**src/rtl/pcs_slip_sched.sv**
```systemverilog
// pcs_slip_sched: shares one SERDES gearbox bitslip control between lane block-lock FSMs.
// Grants one eligible lane at a time (round-robin), pulses bitslip, waits for the gearbox
// to settle, then pulses slip_done back to that lane. Also reports all-lanes-locked and
// keeps per-lane saturating slip counters for debug.
module pcs_slip_sched #(
  parameter int unsigned LANE_N     = 4,
  parameter int unsigned HOLD_CYC   = 16,
  parameter int unsigned SLIP_CNT_W = 8
) (
  input  logic                         clk,
  input  logic                         nreset,
  input  logic [LANE_N-1:0]            signal_ok_i,
  input  logic [LANE_N-1:0]            slip_req_i,
  input  logic [LANE_N-1:0]            lock_i,
  output logic [LANE_N-1:0]            slip_lane_o,
  output logic [LANE_N-1:0]            slip_done_o,
  output logic                         busy_o,
  output logic                         all_lock_o,
  output logic [LANE_N*SLIP_CNT_W-1:0] slip_cnt_o
);

  localparam int unsigned PTR_W  = (LANE_N > 1) ? $clog2(LANE_N) : 1;
  localparam int unsigned HOLD_W = (HOLD_CYC > 1) ? $clog2(HOLD_CYC) : 1;
  localparam logic [HOLD_W-1:0]     HOLD_LOAD = HOLD_W'(HOLD_CYC - 1);
  localparam logic [SLIP_CNT_W-1:0] CNT_MAX   = '1;

  typedef enum logic [3:0] {
    StIdle = 4'b0001,
    StSlip = 4'b0010,
    StWait = 4'b0100,
    StDone = 4'b1000
  } state_e;

  state_e                               r_state;
  logic [PTR_W-1:0]                     r_rr_ptr;
  logic [PTR_W-1:0]                     r_grant;
  logic [HOLD_W-1:0]                    r_hold;
  logic [LANE_N-1:0]                    r_slip_lane;
  logic [LANE_N-1:0]                    r_slip_done;
  logic                                 r_busy;
  logic                                 r_all_lock;
  logic [LANE_N-1:0][SLIP_CNT_W-1:0]    r_slip_cnt;

  logic [LANE_N-1:0]                    w_eligible;
  logic [LANE_N-1:0]                    w_grant_oh;
  logic [LANE_N-1:0]                    w_cur_oh;
  logic [PTR_W-1:0]                     w_grant;
  logic [PTR_W-1:0]                     w_rr_next;
  logic                                 w_found;
  logic                                 w_start;
  logic                                 w_abort;
  int unsigned                          w_idx;

  assign w_eligible = slip_req_i & signal_ok_i;

  // Round-robin search: first eligible lane at or after r_rr_ptr, wrapping.
  always_comb begin
    w_grant = '0;
    w_found = 1'b0;
    w_idx   = 0;
    for (int unsigned k = 0; k < LANE_N; k++) begin
      w_idx = 32'(r_rr_ptr) + k;
      if (w_idx >= LANE_N) begin
        w_idx = w_idx - LANE_N;
      end
      if (!w_found && w_eligible[w_idx[PTR_W-1:0]]) begin
        w_found = 1'b1;
        w_grant = PTR_W'(w_idx);
      end
    end
  end

  // One-hot decode of the candidate grant and of the registered grant.
  always_comb begin
    w_grant_oh = '0;
    w_cur_oh   = '0;
    for (int i = 0; i < LANE_N; i++) begin
      w_grant_oh[i] = (w_grant == PTR_W'(i));
      w_cur_oh[i]   = (r_grant == PTR_W'(i));
    end
  end

  // Pointer advance wraps at the last lane; for a single lane it stays at 0.
  assign w_rr_next = (w_grant == PTR_W'(LANE_N - 1)) ? '0 : w_grant + PTR_W'(1);
  assign w_start   = (r_state == StIdle) && w_found;
  // Granted lane lost signal: abandon the sequence without a done pulse.
  assign w_abort   = ~|(signal_ok_i & w_cur_oh);

  // Sequencer FSM with registered pulse and busy outputs.
  always_ff @(posedge clk or negedge nreset) begin
    if (!nreset) begin
      r_state     <= StIdle;
      r_rr_ptr    <= '0;
      r_grant     <= '0;
      r_hold      <= '0;
      r_slip_lane <= '0;
      r_slip_done <= '0;
      r_busy      <= 1'b0;
    end else begin
      unique case (r_state)
        StIdle: begin
          if (w_found) begin
            r_grant     <= w_grant;
            r_rr_ptr    <= w_rr_next;
            r_slip_lane <= w_grant_oh;
            r_busy      <= 1'b1;
            r_state     <= StSlip;
          end
        end
        StSlip: begin
          r_slip_lane <= '0;
          if (w_abort) begin
            r_busy  <= 1'b0;
            r_state <= StIdle;
          end else begin
            r_hold  <= HOLD_LOAD;
            r_state <= StWait;
          end
        end
        StWait: begin
          if (w_abort) begin
            r_hold  <= '0;
            r_busy  <= 1'b0;
            r_state <= StIdle;
          end else if (r_hold == '0) begin
            r_slip_done <= w_cur_oh;
            r_state     <= StDone;
          end else begin
            r_hold <= r_hold - HOLD_W'(1);
          end
        end
        StDone: begin
          r_slip_done <= '0;
          r_busy      <= 1'b0;
          r_state     <= StIdle;
        end
        default: begin
          r_slip_lane <= '0;
          r_slip_done <= '0;
          r_busy      <= 1'b0;
          r_state     <= StIdle;
        end
      endcase
    end
  end

  // Saturating per-lane slip counters, bumped as the slip pulse is issued.
  always_ff @(posedge clk or negedge nreset) begin
    if (!nreset) begin
      r_slip_cnt <= '0;
    end else if (w_start) begin
      for (int i = 0; i < LANE_N; i++) begin
        if (w_grant_oh[i] && (r_slip_cnt[i] != CNT_MAX)) begin
          r_slip_cnt[i] <= r_slip_cnt[i] + SLIP_CNT_W'(1);
        end
      end
    end
  end

  // All-lanes-locked status, independent of the sequencer.
  always_ff @(posedge clk or negedge nreset) begin
    if (!nreset) begin
      r_all_lock <= 1'b0;
    end else begin
      r_all_lock <= &(lock_i & signal_ok_i);
    end
  end

  assign slip_lane_o = r_slip_lane;
  assign slip_done_o = r_slip_done;
  assign busy_o      = r_busy;
  assign all_lock_o  = r_all_lock;
  assign slip_cnt_o  = r_slip_cnt;

endmodule
```
**config.mk**
```make
export PLATFORM = sky130hd
export DESIGN_NAME = pcs_slip_sched
export DESIGN_NICKNAME = d
export VERILOG_FILES = /design/src/rtl/pcs_slip_sched.sv
export SDC_FILE = /design/constraint.sdc
export NUM_CORES = 1
export LEC_CHECK = 0
export ABC_AREA = 0
export CAP_MARGIN = 20
export CORE_ASPECT_RATIO = 2
export CORE_UTILIZATION = 40
export CTS_CLUSTER_DIAMETER = 120
export DETAILED_ROUTE_END_ITERATION = 16
export GPL_TIMING_DRIVEN = 0
export HOLD_SLACK_MARGIN = 0.03
export PLACE_DENSITY = 0.71
export SETUP_SLACK_MARGIN = 0.1
export SLEW_MARGIN = 15
export SYNTH_ARGS = -nofsm -noshare
export SYNTH_HDL_FRONTEND = slang
export SYNTH_SLANG_ARGS = --single-unit
```
**constraint.sdc**
```tcl
create_clock -name clk -period 2.6 [get_ports clk]
set_input_delay 0.65 -clock clk [delete_from_list [all_inputs] [get_ports clk]]
set_output_delay 0.65 -clock clk [all_outputs]
set_load 0.03 [all_outputs]
```
### Word level (Yosys, flattened, before mapping)

Index checks and enable logic that the tools add are counted.

* muxes and demuxes: 38
* magnitude comparators: 8
* equal/unequal tests: 21
* reduce and logical (&&, ||, !) cells: 30
* bitwise logic cells: 5
* add/sub/neg operators: 13

Operator list (number)
* $mux W4: 9
* $add A8 B1 Y8 const B: 4
* $ne A8 B8 Y1 const B: 4
* $pmux W4 S2: 3
* $mux W2: 9
* $reduce_and A2 Y1: 8
* $and A4 B4 Y4: 3
* $lt A2 B3 Y1 const B: 4
* $pmux W4 S3: 1
* $mux W1: 10
* $ne A2 B2 Y1 const B: 5
* $ge A3 B3 Y1 const B: 3
* $bmux W1 S2: 4
* $eq A2 B2 Y1 const B: 4
* $logic_and A1 B1 Y1: 8
* $sub A2 B1 Y2 const B: 4
* $add A2 B2 Y3 const B: 2
* $ne A3 B3 Y1 const B: 2
* $reduce_and A3 Y1: 2
* $reduce_or A2 Y1: 3
* $eq A2 B1 Y1 const B: 2
* $eq A4 B1 Y1 const B: 1
* $eq A4 B2 Y1 const B: 1
* $eq A4 B3 Y1 const B: 1
* 14 further kinds: 18

* register bits after elaboration: 54
* output and inout port bits: 42
* word-level logic and storage cells: 127
* bits of input ports: 14

### Longest topological paths before layout

Gate-level depths: netlist of the first run.

* word-level depth: 17
* gate-level depth with buffers: 9

### Least setup slack after synthesis of the first run

OpenSTA, ideal clock, no wires.

* kind: input to register
* start point: input slip_req_i[2]
* end point: register r_slip_cnt (netlist bit slip_cnt_o[17])
* data arrival time: 2.231 ns
* required time: 2.475 ns
* library setup time: 0.125 ns
* slack: 0.245 ns
* buffers on the path: 0
* stages: 8
* path through: nand2_1 > a211o_1 > and3_1 > o21ai_0 > ha_1 > o211ai_1 > nor2_1 > mux2_2

* longest elaborated chain between the ends: 16
* elaborated cells on any way between the ends: 27

Ends and longest elaborated chain
* start, declared: line 13 `input logic [LANE_N-1:0] slip_req_i,`
* $and A4 B4 Y4 *: line 54 `assign w_eligible = slip_req_i & signal_ok_i;`
* $bmux W1 S2: line 66 `if (!w_found && w_eligible[w_idx[PTR_W-1:0]]) begin`
* $mux W1 (implied by the code): line 66
* $mux W1: line 66
* $logic_not A1 Y1: line 66
* $logic_and A1 B1 Y1: line 66
* $mux W1: line 66
* $logic_not A1 Y1: line 66
* $logic_and A1 B1 Y1: line 66
* $mux W1: line 66
* $logic_not A1 Y1: line 66
* $logic_and A1 B1 Y1: line 66
* $mux W2: line 66
* $eq A2 B2 Y1: line 78 `w_grant_oh[i] = (w_grant == PTR_W'(i));`
* $logic_and A1 B1 Y1: line 153 `if (w_grant_oh[i] && (r_slip_cnt[i] != CNT_MAX)) begin`
* $reduce_and A2 Y1 (no source line) *
* end signal, assigned by index: line 154 `r_slip_cnt[i] <= r_slip_cnt[i] + SLIP_CNT_W'(1);`
* end, declared: line 42 `logic [LANE_N-1:0][SLIP_CNT_W-1:0] r_slip_cnt;`

Every way passes the cells marked *; elsewhere a longest branch is shown, timed or not. The select of a mux whose other input is x is not followed.
A chain may end at the register's enable or synchronous reset.

### Worst setup path after layout of the first run

* start point: input signal_ok_i[2]
* end point: register r_slip_cnt (netlist bit slip_cnt_o[22])

* longest elaborated chain between the ends: 16
* elaborated cells on any way between the ends: 27

Ends and longest elaborated chain
* start, declared: line 12 `input logic [LANE_N-1:0] signal_ok_i,`
* $and A4 B4 Y4 *: line 54
* $bmux W1 S2: line 66
* $mux W1 (implied by the code): line 66
* $mux W1: line 66
* $logic_not A1 Y1: line 66
* $logic_and A1 B1 Y1: line 66
* $mux W1: line 66
* $logic_not A1 Y1: line 66
* $logic_and A1 B1 Y1: line 66
* $mux W1: line 66
* $logic_not A1 Y1: line 66
* $logic_and A1 B1 Y1: line 66
* $mux W2: line 66
* $eq A2 B2 Y1: line 78
* $logic_and A1 B1 Y1: line 153
* $reduce_and A2 Y1 (no source line) *

Marked as above.

==> results of run 1 <==
critical path, cell delays in order:
cell	delay (ns)
dlygate4sd2_1	0.28
nand2_2	0.09
a211o_1	0.27
and3_4	0.20
o21ai_2	0.08
ha_2	0.22
o211ai_1	0.08
buf_4	0.21
nor3_4	0.15
mux2_2	0.35
synthesized netlist by cell type (all sizes together) (2+ instances only):
| cell type | count | share of area |
|---|---|---|
| nor2 | 9 | 0.013 |
| nor4b | 6 | 0.025 |
| buf | 2 | 0.0061 |
| nand2 | 22 | 0.031 |
| clkbuf | 2 | 0.0028 |
| a31oi | 5 | 0.012 |
| nor4 | 11 | 0.026 |
| nand2b | 2 | 0.0047 |
| nor3 | 13 | 0.024 |
| a22o | 7 | 0.023 |
| nand3 | 8 | 0.015 |
| o211ai | 2 | 0.0056 |
| dfrtp | 53 | 0.49 |
| ha | 9 | 0.042 |
| a21oi | 3 | 0.0056 |
| a32o | 4 | 0.015 |
| a211oi | 2 | 0.0056 |
| nand4 | 11 | 0.026 |
| a21o | 2 | 0.0056 |
| o21ai | 10 | 0.020 |
| mux2 | 6 | 0.025 |
| inv | 7 | 0.0098 |
| nor2b | 2 | 0.0047 |
| nor3b | 3 | 0.0084 |
| o21a | 4 | 0.011 |
| and3 | 4 | 0.0093 |
| xor2 | 23 | 0.075 |
layer usage:
metal	track usage	part of all wire	vias up
met5	0	0	-
met4	0.08285	0.028	0
met1	0.2206	0.39	1125
li1	-	-	1069
met2	0.3292	0.55	48
met3	0.02308	0.029	16
worst min-delay path by stage:
| stage | from | endpoint | slack (ns) | cells after the start |
|---|---|---|---|---|
| 2_1_floorplan | nreset | all_lock_o$_DFF_PN0_ | 0.35 | 0 |
| 3_3_place_gp | slip_cnt_o[21]$_DFFE_PN0P_ | slip_cnt_o[21]$_DFFE_PN0P_ | 0.48 | 1 |
| 3_5_place_dp | slip_lane_o[0]$_DFFE_PN0P_ | slip_lane_o[0]$_DFFE_PN0P_ | 0.49 | 1 |
| 4_1_cts | nreset | all_lock_o$_DFF_PN0_ | 0.43 | 1 |
| 5_1_grt | nreset | all_lock_o$_DFF_PN0_ | 0.45 | 1 |
| 6_report | nreset | slip_cnt_o[5]$_DFFE_PN0P_ | 0.38 | 1 |
per-stage QoR:
step | worst slack (ns) | cells | utilization | TNS (ns)
floorplan | 0.2445 | 246 | - | 0
global placement | -0.8159 | 387 | 0.5214 | -55.35
detailed placement | -0.6458 | 387 | 0.5210 | -13.66
CTS | 0.1100 | 400 | 0.5633 | 0
global route | 0.07579 | 404 | 0.5807 | 0
finish | 0.1864 | 404 | 0.5807 | 0
sequential cells by signal, summed over array words and instances (netlist names):
name / count
all_lock_o: 1
r_state: 4
slip_cnt_o: 32
r_rr_ptr: 2
r_hold: 4
r_grant: 2
slip_lane_o: 4
slip_done_o: 4
busy_o: 1
cells by family after synthesis:
kind of cell / share of synthesized area
simple gates: 0.1985
flops: 0.5037
compound gates: 0.1253
xor+xnor: 0.07828
buf+inv: 0.01864
fa+ha+maj: 0.04194
mux: 0.03355
final cells by class:
type	count	area, µm²
buffer	4	23.77
timing repair buffer	64	608.1
inverter	7	26.28
multi-input combinational	181	1454
clock buffer	6	138.9
clock inverter	2	12.51
sequential	54	1353
fill	545	2689
tap	86	107.6
power breakdown:
group	leakage [nW]	internal, mW	switching, mW
sequential	0.704	1.06	0.266
clock	0.0729	0.382	0.295
combinational	0.837	0.688	0.864
total	1.61	2.13	1.43
layout by cell type, fill, tap and decap left out, drive strengths merged, types with 7 or more instances in the layout:
cell type / n
a22o: 7
buf: 12
clkbuf: 8
clkdlybuf4s50: 47
dfrtp: 53
ha: 9
inv: 7
nand2: 22
nand3: 8
nand4: 11
nor2: 9
nor3: 13
nor4: 11
o21ai: 10
xor2: 23
what timing repair did:
item,4_1_cts,5_1_grt
pin swaps,8,1
buffers inserted,5,4
resized for setup,30,15
gates cloned,0,0
endpoints found under the setup margin,31,25
==> results.md, run 1 <==
* DRT Wirelength at 6245 µm
* FP Rows at 41
* Largest net degree at the start of global routing at 55
* GRT Util Overall at 0.1888
* RR Startpoint: r_rr_ptr[1]$_DFFE_PN0P_
* CP Capture Type: flip-flop
* Vias/cell at 5.589
* Setup CP Type: in2reg
* Clock root buffer: clkbuf_16
* Post-synth EDFFs at 0
* Pwr Density at about 950 nW/µm²
* Htree depth at 2
* Worst setup endpoint: slip_cnt_o[22]$_DFFE_PN0P_
* Critical Path RT at around 2.8 ns
* Nets at 340
* Final hold slack at 0.3845 ns
* Setup crit start kind: input port
* MaxCap Viol Count at 0
* Rel. slew slack at 0.2820
* Worst setup path start: signal_ok_i[2]
* VDD IR max at 0.8410 mV
* Crit Reg-Reg Endpoint: slip_cnt_o[22]$_DFFE_PN0P_
* DIE WIDTH at 59.94 µm
* Final cycle utilization of the critical path at 0.9283
* Placed Area at ~3300 µm²
* Final hold violations at 0
* Final slew viol count at 0
* Worst-margin pin slew at around 1.1 ns
* Clock-pin slew on the worst setup and hold paths at 0.07 ns
* Worst min path class: in2async
* Asr flop ratio synth at 1.000
* Total power at 3.552 mW
* R2R depth at 9
* Min Tclk post-route at 2.414 ns
* Die Height at 117.9 µm
* Vias at about 2300
* Global route total overflow at 0
* RSZ-0062 raised after global routing: true
* Synth cell types at 44
* Synthesized area per cell at ~11 µm²
* Cell area after layout at roughly 3700 µm²
* Worst-path maximum fanout at 6
* Layout cell share with drive strength beyond 1 at 0.1887
* Initial antenna violation count at 0
* Routed WL per cell at 15.46 µm
* First-pass detailed-route iteration total at 4
* Signal arrival time at the worst endpoint at 2.59 ns
* Hpwl dp at around 4400 µm
* Initial detailed-routing violation count at 88
* Fmax at 0.4143 GHz
* Syn_nets at ~270
* Static leakage at about 1.6 nW
* Clock latency at the later pin of the worst-skew pair at 0.29 ns
* Clock Path Buffers at 2
* Core Region at 6412 µm²
* Drt drc at 0
* Seq/Total Area, Yosys at 0.5037
* N_diodes at 0
* Final Skew at 0.008359 ns
* Port buffer count at 55
* Prevailing post-synth register cell: dfrtp_1
* Status: finished clean
* CTS tree: yes
* ANT nets after route at 0
* First-pass GRT wire length at about 10000 µm
* Reg-to-reg slack, setup at about 0.40 ns
* Number of global-route vias before repair at 2164
* Initial core utilization at 0.4187
* Yosys warns at 0
* Mapped cell area at 2685 µm²
* Number of buffers created by CTS at 5
* Post-Synthesis Cells at 246
* Layout Area Growth over Synthesis at 38.68%
* # setup viols final at 0
* Number of clock sinks at 54
* DIE AREA at slightly above 7000 µm²
* RePlAce Congestion at approximately 0.86
* Cts hold-fix bufs at 0
* I/O Pins at 56
* Synthesis-stage register bit count at 54
Note: power is estimated with default switching activity, not from simulation.
==> run 2, diff against run 1 <==
Settings changed: CORE_ASPECT_RATIO 2 to 1.2.
==> results.md, run 2 (synthesis gave the netlist of run 1 again) <==
* Final core utilization at 0.5575 (-0.02323)
* Seq pwr share at 0.398 (+0.026)
* Final hold slack at 0.3657 ns (-0.01877 ns)
* Vias at 2221 (-1.6%)
* Worst setup path start: signal_ok_i[0]
* Final slew viol count at 0 (unchanged)
* Signal arrival time at the worst endpoint at 2.61 ns (+0.02 ns)
* Static leakage at 1.572 nW (-2.6%)
* Clock latency at the later pin of the worst-skew pair at 0.31 ns (+0.02 ns)
* Final Skew at 0.002745 ns (-0.005614 ns)
* Rel. slew slack at 0.2595 (-0.02250)
* I/O Pins at 56 (unchanged)
* Pwr Density at 923.4 nW/µm² (-3.2%)
* Drt drc at 0 (unchanged)
* VDD IR max at 0.5349 mV (-36%)
* GRT Util Overall at 0.1789 (-0.009911)
* CP Capture Type: flip-flop
* Clock Path Buffers at 2 (unchanged)
* DIE AREA at 7045 µm² (-0.27%)
* MaxCap Viol Count at 0 (unchanged)
* Initial core utilization at 0.4165 (-0.002194)
* Global route total overflow at 0 (unchanged)
* Die Height at 91.75 µm (-22%)
* Nets at 339 (-0.29%)
* Number of global-route vias before repair at 2104 (-2.8%)
* # setup viols final at 0 (unchanged)
* Cell area after layout at 3593 µm² (-3.5%)
* N_diodes at 0 (unchanged)
* Min Tclk post-route at 2.404 ns (-0.009224 ns)
* DRT Wirelength at 6076 µm (-2.7%)
* ANT nets after route at 0 (unchanged)
* Clock root buffer: clkbuf_8
* WP buf/inv at 2 (unchanged)
* Setup CP Type: in2reg
* Status: finished clean
* Setup_tns at 0 ns (unchanged)
* Commonest non-fill, non-tap cell in the layout: dfrtp_1
* Htree depth at 2 (unchanged)
* Hpwl dp at 4083 µm (-7.6%)
* DIE WIDTH at 76.79 µm (+28%)
* Layout Area Growth over Synthesis at 33.83%
* Total power at 3.318 mW (-6.6%)
* Clock power frac at 0.148 (-0.043)
* Setup crit start kind: input port
* Worst-path maximum fanout at 6 (unchanged)
* Cells along the critical path: dlygate4sd2_1, nand2_1, o31a_1, and3_4, o21ai_2, ha_2, o211ai_1, buf_4, nor3_2, mux2_2
* Slowest stage cell, crit path: mux2_2
* Number of buffers created by CTS at 5 (unchanged)
* Sw frac at 0.4148 (+0.01341)
* Number of clock sinks at 54 (unchanged)
* Largest net degree at the start of global routing at 55 (unchanged)
* Initial antenna violation count at 0 (unchanged)
* Initial detailed-routing violation count at 75 (-15%)
* Sw power at 1.376 mW (-3.5%)
* Most frequent cells in the layout: 53 x dfrtp_1, 47 x clkdlybuf4s50_1, 23 x xor2_1
* Largest stage delay, worst path at 0.35 ns (about the same)
* Critical Path RT at 2.81 ns (+0.04 ns)
* Core Region at 6446 µm² (+0.53%)
* Cts hold-fix bufs at 0 (unchanged)
* CTS tree: yes
* RePlAce Congestion at 0.8389 (-2.7%)
* Worst min path class: in2async
* Fmax at 0.4159 GHz (+0.38%)
* Layout cell share with drive strength beyond 1 at 0.1672 (-0.02149)
* Vias/cell at 5.525 (-1.1%)
* RSZ-0062 raised after global routing: true
* Port buffer count at 55 (unchanged)
* Comb power frac at 0.453 (+0.016)
* CP delay by family, top: buffers and inverters
* First-pass GRT wire length at 9991 µm (-3.7%)
* Routed WL per cell at 15.11 µm (-2.2%)
* RR Startpoint: r_rr_ptr[1]$_DFFE_PN0P_
* Number of flip-flops in the largest register at 32 (unchanged)
* Clock-pin slew on the worst setup and hold paths at 0.09 ns (+0.02 ns)
* FP Rows at 32 (-22%)
* Int Power at 1.942 mW (-8.7%)
* Final hold violations at 0 (unchanged)
* First-pass detailed-route iteration total at 4 (unchanged)
* Placed Area at 3339 µm² (about the same)
* Worst-margin pin slew at 1.095 ns (+0.03329 ns)
* Final cycle utilization of the critical path at 0.9247 (-0.003548)
## run 2: path summary, 6_finish.rpt
path	endpoint	slack, ns	cells after the start
worst min register to register	slip_cnt_o[15]$_DFFE_PN0P_	0.51	1
max in group asynchronous	slip_cnt_o[24]$_DFFE_PN0P_	1.80	1
worst max-delay path	slip_cnt_o[6]$_DFFE_PN0P_	0.20	10
min in group clk	slip_cnt_o[15]$_DFFE_PN0P_	0.51	1
worst max register to register	slip_cnt_o[9]$_DFFE_PN0P_	0.37	7
worst min-delay path	slip_cnt_o[22]$_DFFE_PN0P_	0.37	1
## run 2: per-layer routing
metal	global-route usage	up-vias	wire (µm)
met5	0	-	0
met4	0.07372	0	108
met3	0.03881	10	262
met2	0.2969	44	3002
met1	0.2247	1109	2703
li1	-	1058	-
## run 2: layout make-up
| cell class | instances | area (µm²) |
|---|---|---|
| Sequential cell | 54 | 1353 |
| Tap cell | 85 | 106.4 |
| Clock buffer | 7 | 86.33 |
| Timing Repair Buffer | 63 | 595.6 |
| Multi-Input combinational cell | 181 | 1398 |
| Inverter | 7 | 26.28 |
| Fill cell | 562 | 2853 |
| Buffer | 4 | 23.77 |
| Clock inverter | 1 | 5.005 |
## run 2: repair_timing
action | in CTS | in global routing
setup endpoints to repair | 28 | 27
resized for setup | 22 | 16
endpoints found under the hold margin | 0 | 0
gates cloned | 0 | 0
buffers inserted | 2 | 6
pin swaps | 6 | 4
## run 2: metrics by stage
step	worst slack (ns)	instances
after detailed placement	-0.6689	386
final	0.1957	402
after global routing	0.09037	402
after CTS	0.1283	396
after floorplan	0.2445	246
after global placement	-0.8064	386
## run 2: power by group through the flow
stage | Combinational, mW | Sequential, mW | Clock (mW)
2_1_floorplan | 0.653 | 1.55 | 0
3_3_place_gp | 1.35 | 1.33 | 0
4_1_cts | 1.44 | 1.32 | 0.503
6_report | 1.50 | 1.32 | 0.492
5_1_grt | 1.63 | 1.37 | 0.542
3_5_place_dp | 1.38 | 1.33 | 0
